**src/rtl/inst_fetch_ctrl.sv**
```systemverilog
`default_nettype none
// ============================================================================
// inst_fetch_ctrl : walks a command stream in instruction memory and hands out
//                   decoded headers and 4-word argument beats.
// Revision 1.0
// ============================================================================
module inst_fetch_ctrl #(
    parameter int unsigned MEM_DEPTH = 43,
    parameter int unsigned MAX_ARGS  = 16
) (
    input  logic         clk,
    input  logic         rst_n,
    input  logic         start,
    input  logic         abort,
    input  logic [31:0]  base_addr,
    output logic [31:0]  addr1,
    output logic [31:0]  addr2,
    input  logic [31:0]  read0,
    input  logic [31:0]  read1,
    input  logic [31:0]  read2,
    input  logic [31:0]  read3,
    input  logic [31:0]  read4,
    output logic         cmd_valid,
    input  logic         cmd_ready,
    output logic [7:0]   cmd_opcode,
    output logic [7:0]   cmd_imm,
    output logic [7:0]   cmd_argc,
    output logic         arg_valid,
    input  logic         arg_ready,
    output logic [127:0] arg_data,
    output logic [2:0]   arg_count,
    output logic         arg_last,
    output logic         busy,
    output logic         done,
    output logic         error
);

    localparam logic [2:0] S_IDLE  = 3'd0;
    localparam logic [2:0] S_FETCH = 3'd1;
    localparam logic [2:0] S_CMD   = 3'd2;
    localparam logic [2:0] S_ARGS  = 3'd3;
    localparam logic [2:0] S_DONE  = 3'd4;

    localparam logic [31:0] c_depth32  = 32'(MEM_DEPTH);
    localparam logic [32:0] c_depth33  = 33'(MEM_DEPTH);
    localparam logic [8:0]  c_max_args = 9'(MAX_ARGS);

    logic [2:0]  state_q, state_d;
    logic [31:0] pc_q, pc_d;
    logic [31:0] ap_q, ap_d;
    logic [16:0] hdr_q, hdr_d;     // {has_args, field[15:8], opcode[7:0]}
    logic [7:0]  rem_q, rem_d;
    logic        error_q, error_d;

    logic [7:0]  hdr_argc;
    logic [2:0]  beat_cnt;
    logic        beat_last;
    logic [32:0] fetch_end;
    logic        fetch_bad;

    assign hdr_argc  = hdr_q[16] ? hdr_q[15:8] : 8'd0;
    assign beat_cnt  = (rem_q > 8'd4) ? 3'd4 : rem_q[2:0];
    assign beat_last = (rem_q <= 8'd4);

    // Widened so the last-argument bound cannot wrap.
    assign fetch_end = {1'b0, pc_q} + {25'd0, read0[15:8]};
    assign fetch_bad = (pc_q >= c_depth32) ||
                       (read0[31] && (({1'b0, read0[15:8]} > c_max_args) ||
                                      (fetch_end >= c_depth33)));

    always_ff @(posedge clk or negedge rst_n) begin
        if (!rst_n) begin
            state_q <= S_IDLE;
            pc_q    <= 32'd0;
            ap_q    <= 32'd0;
            hdr_q   <= 17'd0;
            rem_q   <= 8'd0;
            error_q <= 1'b0;
        end else begin
            state_q <= state_d;
            pc_q    <= pc_d;
            ap_q    <= ap_d;
            hdr_q   <= hdr_d;
            rem_q   <= rem_d;
            error_q <= error_d;
        end
    end

    always_comb begin
        state_d = state_q;
        pc_d    = pc_q;
        ap_d    = ap_q;
        hdr_d   = hdr_q;
        rem_d   = rem_q;
        error_d = error_q;
        if (abort && (state_q != S_IDLE)) begin
            state_d = S_IDLE;
        end else begin
            case (state_q)
                S_IDLE: begin
                    if (start) begin
                        pc_d    = base_addr;
                        error_d = 1'b0;
                        state_d = S_FETCH;
                    end
                end
                S_FETCH: begin
                    hdr_d = {read0[31], read0[15:0]};
                    if (read0 == 32'd0) begin
                        state_d = S_DONE;
                    end else if (fetch_bad) begin
                        error_d = 1'b1;
                        state_d = S_DONE;
                    end else begin
                        state_d = S_CMD;
                    end
                end
                S_CMD: begin
                    if (cmd_ready) begin
                        if (hdr_argc != 8'd0) begin
                            ap_d    = pc_q + 32'd1;
                            rem_d   = hdr_argc;
                            state_d = S_ARGS;
                        end else begin
                            pc_d    = pc_q + 32'd1;
                            state_d = S_FETCH;
                        end
                    end
                end
                S_ARGS: begin
                    if (arg_ready) begin
                        ap_d  = ap_q + 32'd4;
                        rem_d = rem_q - {5'd0, beat_cnt};
                        if (beat_last) begin
                            pc_d    = pc_q + 32'd1 + {24'd0, hdr_argc};
                            state_d = S_FETCH;
                        end
                    end
                end
                S_DONE:  state_d = S_IDLE;
                default: state_d = S_IDLE;
            endcase
        end
    end

    // Payload outputs are zeroed outside their state so reset blanks every port.
    always_comb begin
        cmd_valid  = 1'b0;
        cmd_opcode = 8'd0;
        cmd_imm    = 8'd0;
        cmd_argc   = 8'd0;
        arg_valid  = 1'b0;
        arg_data   = 128'd0;
        arg_count  = 3'd0;
        arg_last   = 1'b0;
        case (state_q)
            S_CMD: begin
                cmd_valid  = 1'b1;
                cmd_opcode = hdr_q[7:0];
                cmd_imm    = hdr_q[16] ? 8'd0 : hdr_q[15:8];
                cmd_argc   = hdr_argc;
            end
            S_ARGS: begin
                arg_valid = 1'b1;
                arg_data  = {read1, read2, read3, read4};
                arg_count = beat_cnt;
                arg_last  = beat_last;
            end
            default: ;
        endcase
    end

    assign addr1 = pc_q;
    assign addr2 = ap_q;
    assign busy  = (state_q != S_IDLE);
    assign done  = (state_q == S_DONE);
    assign error = error_q;

endmodule
`default_nettype wire

```
**config.mk**
```make
export PLATFORM = sky130hd
export DESIGN_NAME = inst_fetch_ctrl
export DESIGN_NICKNAME = d
export VERILOG_FILES = /design/src/rtl/inst_fetch_ctrl.sv
export SDC_FILE = /design/constraint.sdc
export NUM_CORES = 1
export LEC_CHECK = 0
export BUFFER_PORTS_ARGS = -buffer_cell sky130_fd_sc_hd__buf_2
export CORE_ASPECT_RATIO = 1.1
export CORE_MARGIN = 10
export CORE_UTILIZATION = 37
export DETAILED_ROUTE_END_ITERATION = 7
export GPL_TIMING_DRIVEN = 1
export PLACE_DENSITY_LB_ADDON = 0.2
export SYNTH_ARGS = -nofsm -noshare
export SYNTH_HDL_FRONTEND = slang
export SYNTH_SLANG_ARGS = --single-unit
export TNS_END_PERCENT = 50
```
**constraint.sdc**
```tcl
create_clock -name clk -period 4.25 [get_ports clk]
set_input_delay 0.85 -clock clk [delete_from_list [all_inputs] [get_ports clk]]
set_output_delay 0.85 -clock clk [all_outputs]
set_load 0.02 [all_outputs]
```
* After elaboration in Yosys (flattened, before gate mapping)
Cells that the tools add are included.
** Word-level totals
- Output and inout port bits :: 225
- Bits in registers :: 93
- Bits of input ports :: 198
- Word-level logic and storage cells :: 87
** Operators by class
- Muxes and demuxes :: 38
- Equal/unequal tests :: 16
- Magnitude comparators :: 5
- Bitwise logic cells :: 1
- Add/sub/neg operators :: 5
- Reduce and logical (&&, ||, !) cells :: 16
** Operator list (number)
- $mux 32 :: 8
- $mux 128 :: 1
- $pmux 32 s3 :: 1
- $mux 8 :: 8
- $pmux 32 s2 :: 1
- $add 32x8->33 :: 1
- $ge 33x6->1 const B :: 1
- $add 32x1->32 const B :: 1
- $add 32x3->32 const B :: 1
- $add 32x8->32 :: 1
- $ge 32x6->1 const B :: 1
- $logic_not 32->1 :: 1
- $mux 3 :: 9
- $ne 2x2->1 const B :: 8
- $pmux 8 s2 :: 1
- $ne 3x3->1 const B :: 4
- $pmux 3 s4 :: 1
- $reduce_and 5->1 :: 2
- $gt 8x3->1 const B :: 1
- $gt 8x5->1 const B :: 1
- $le 8x3->1 const B :: 1
- $reduce_bool 8->1 :: 1
- $sub 8x3->8 :: 1
- $reduce_and 7->1 :: 1
- 14 further kinds :: 24

* Longest topological paths before layout
- Depth after elaboration :: 9
- Mapped depth :: 14
- Gate-level depth less buffers :: 13

* Worst setup path after synthesis
OpenSTA, ideal clock, no wires.
- Path kind :: register to register
- Start :: reg pc_q[2] (netlist: addr1[2])
- End :: reg pc_q[23] (netlist: addr1[23])
- Library setup time :: 65 ps
- Path buffers :: 2
- Period minus slack after synthesis :: 3246 ps
- Slack :: 1004 ps
- Cell stages (with the launch flop) :: 15
- Required time :: 4185 ps
- Data arrival time :: 3181 ps
- Cells stage by stage :: dfrtp_1 > buf_2 > nand3_1 > xor2_1 > inv_1 > ha_1 > o21ai_0 > o21ai_0 > a211oi_1 > and4b_1 > clkbuf_1 > nand4_1 > or3_1 > a21oi_1 > o22a_1
** On the way
- Longest elaborated chain between the ends :: 5
- Elaborated cells between the ends (all ways) :: 7
- Classes of those cells :: 2 x add/sub; 5 x mux
** RTL lines
- start, declared :: RTL line 49 : logic [31:0] pc_q, pc_d;
- start signal, assigned :: RTL line 81 : pc_q <= pc_d;
- $add 32x1->32 * :: RTL line 125, 135
- $add 32x8->32 :: RTL line 135 : pc_d = pc_q + 32'd1 + {24'd0, hdr_argc};
- $mux 32 :: RTL line 134 : if (beat_last) begin
- $mux 32 :: RTL line 131 : if (arg_ready) begin
- $pmux 32 s3 * :: RTL line 99 : case (state_q)
Mark *: on every way between the ends. The rest lies on a longest branch, timed or not. The select of a mux whose other input is x is not followed.
A chain may end at the register's enable or synchronous reset.

* Final worst setup path
- Start :: reg pc_q[0] (netlist: addr1[0])
- End :: reg pc_q[22] (netlist: addr1[22])
Same word-level chain as after synthesis.

==> flow_summary.yaml <==
run_status:
  status: "finished clean"
logic_synthesis:
  syn_area_um2: 8130
  synth-async-reset-ratio_pct: 100.0
  synth_edf_count: 0
  synth_ff_type: "dfrtp_1"
  synth-seq-cells: 93
  synth_nets: 1302
  ys_types: 66
  syn_area_per_cell_um2: 7.507
  ys_seq_area_share_pct: 28.62
  yosysWarnings: 0
  synth_cells: 1083
cts:
  ctsResizeCount: 0
  ctsHoldBuffers: 0
  htreeDepth: 3
  clk_latency_ns: 0.37
  ctsLongestPathBuffers: 2
  cts.sink_count: 93
  cts_tree: "yes"
  numCtsBuffers: 9
  cts_setup_buffers: 0
  clk_pin_slew_worst_paths_ns: 0.08
  root_buffer: "clkbuf_16"
power_and_ir_drop:
  p_leak_nw: 5.762
  power_frac_seq_pct: 30.9
  power_density_nw_per_um2: 513.1
  intPower_mw: 2.779
  peakVddDrop_v: 0.0002700
  clkPwrFrac_pct: 16.7
  swShare_pct: 49.76
  finalPower_mw: 5.531
  combPwrFrac_pct: 52.3
  switching_power_mw: 2.752
timing:
  worst_pin_slew_ns: 1.131
  setup_viol: 0
  max_freq_mhz: 267.2
  relSlewSlack_pct: 24.62
  tns_ns: 0
  final.min_clock_period_ns: 3.742
  period_share_pct: 88.05
  hold_viol: 0
  fin_skew_ns: 0.01237
  grt_setup_unrepaired: "false"
  slew_violations: 0
critical_path:
  critPathCaptureType: "register"
  crit_path_max_fanout: 10
  endpoint: "addr1[22]"
  r2r-start: "addr1[0]"
  cp-startpoint: "addr1[0]"
  r2r_end: "addr1[22]"
  reg2regPathDepth: 12
  worstPathRequired_ns: 4.55
  r2r_setup_slack_ns: 0.51
  worst-setup-path-type: "reg2reg"
  cp-start-kind: "register"
  cp.arrival_ns: 4.05
die:
  start_util_pct: 37.92
  die_w_um: 161.3
  core_um2: 21440
  die_y_um: 175.5
  rows: 56
  io-pin-count: 423
  dieArea_um2: 28310
detailed_routing:
  first_pass_iters: 5
  detail_route.wl_per_cell_um: 25.49
  vias: 10150
  ant_nets: 0
  vias_per_cell: 5.784
  finalWirelength_um: 44710
  drt_iter0_markers: 944
  drc: 0
grt:
  grt_pass1_wl_um: 64800
  grt_max_degree: 101
  grt_usage_pct: 30.00
  overflow: 0
  grt_pass1_vias: 9685
  antenna_found_initial: 15
layout:
  drive_gt1_share_pct: 33.52
  fin_nets: 1667
  multi_input_area_um2: 5376
  n_fill_cell: 2231
  layout_common_cells: "421 x buf_2, 159 x and3_1, 94 x nand2_1"
  regArea_um2: 2331
  final_area_um2: 10780
  syn_to_final_growth_pct: 32.58
  final_common_cell: "buf_2"
place:
  dpl_cell_area_um2: 10430
  port_buffers: 422
  gp_congestion: 0.9364
  dpl.hpwl_um: 36190
worst_hold_path:
  hp-class: "reg2reg"
flow_run:
  cap_violations: 0
==> flip-flops by register name (all words and copies together) (netlist names) <==
register and flops:
addr1 32, addr2 32, hdr_q 17, rem_q 8
state_q 3, error 1
==> worst max-delay path, cell delays in order (launching register included) <==
cell and delay, ns:
dfrtp_1 0.53, ha_1 0.34, and4_1 0.34, nand2_1 0.09, xnor2_1 0.30, ha_1 0.24
or2_2 0.15, nand2b_1 0.12, o41a_1 0.26, nand3_1 0.33, or3_1 0.48, or4_1 0.40
nand3b_1 0.09
==> power groups by stage <==
stage | Clock [mW] | Combinational [mW] | Sequential [mW]
final | 0.925 | 2.90 | 1.71
after global routing | 0.973 | 3.18 | 1.76
after CTS | 0.931 | 2.88 | 1.69
after detailed placement | 0 | 2.87 | 1.71
after global placement | 0 | 2.84 | 1.70
after floorplan | 0 | 1.92 | 1.64
==> cell usage after synthesis (all sizes together), types with 3 or more instances <==
library cell / number / area share (%)
o31ai: 13 / 1.2
a21boi: 3 / 0.28
buf: 12 / 0.75
nor3: 26 / 1.6
clkbuf: 75 / 3.5
nand3b: 5 / 0.46
nor2: 73 / 3.4
a221oi: 5 / 0.54
and4: 8 / 0.86
o22a: 5 / 0.54
nand4: 21 / 1.7
dfrtp: 93 / 29
or4: 6 / 0.60
or2: 5 / 0.38
nor4: 28 / 2.2
a31oi: 10 / 0.77
nand2: 94 / 4.3
o21a: 7 / 0.65
nand2b: 7 / 0.54
ha: 19 / 2.9
a21oi: 90 / 5.5
a22oi: 6 / 0.55
mux2: 17 / 2.4
and2: 14 / 1.1
xor2: 15 / 1.6
nor3b: 7 / 0.65
o22ai: 16 / 1.2
and3: 159 / 12
nand3: 43 / 2.8
xnor2: 25 / 2.7
a211oi: 10 / 0.92
inv: 27 / 1.2
o32ai: 4 / 0.43
o31a: 4 / 0.43
o21ai: 72 / 4.4
or3: 13 / 1.1
a21o: 4 / 0.37
nor2b: 10 / 0.77
mux2i: 4 / 0.49
o211ai: 4 / 0.37
==> routing by layer <==
metal / vias to the layer above / wire length, µm / share of wire [%] / GRT usage, %
li1: 4752 / - / - / -
met1: 4852 / 15790 / 35 / 32.87
met2: 471 / 22840 / 51 / 52.29
met3: 69 / 4883 / 11 / 11.20
met4: 2 / 1185 / 2.7 / 9.977
met5: - / 7 / 0.016 / 0
==> how the worst min path moves through the flow <==
| stage | startpoint | end | slack, ns | cells after the start |
|---|---|---|---|---|
| 4_1_cts | hdr_q[2] | hdr_q[2] | 0.51 | 1 |
| 3_5_place_dp | hdr_q[2] | hdr_q[2] | 0.49 | 1 |
| 5_1_grt | rem_q[6] | rem_q[6] | 0.51 | 2 |
| 6_report | rem_q[6] | rem_q[6] | 0.50 | 2 |
| 3_3_place_gp | rem_q[6] | rem_q[6] | 0.47 | 2 |
| 2_1_floorplan | rem_q[6] | rem_q[6] | 0.45 | 2 |
==> cell families after synthesis <==
group	after synthesis	synth area share, %
simple gates	524	35.18
compound gates	269	20.11
buf+inv	114	5.463
flops	93	28.62
xor+xnor	40	4.309
fa+ha+maj	21	3.416
mux	21	2.847
other cells	1	0.04612
==> final cells by class <==
class | instances | share of cell area (%)
Clock buffer | 10 | 2.124
Sequential cell | 93 | 21.63
Inverter | 27 | 0.9402
Tap cell | 290 | 3.366
Antenna cell | 11 | 0.2554
Multi-Input combinational cell | 876 | 49.88
Clock inverter | 6 | 0.8706
Timing Repair Buffer | 441 | 20.94
==> through the flow <==
stage | hold WS [ns] | std cells | worst slack (ns) | util (%)
2_1_floorplan | 0.4502 | 1083 | 1.004 | -
3_3_place_gp | 0.4743 | 1727 | 0.6285 | 48.64
3_5_place_dp | 0.4888 | 1727 | 0.5763 | 48.64
4_1_cts | 0.5052 | 1743 | 0.5407 | 50.15
5_1_grt | 0.5143 | 1747 | 0.1676 | 50.19
6_report | 0.5020 | 1754 | 0.5079 | 50.27
Power figures use the tool's default switching activity.
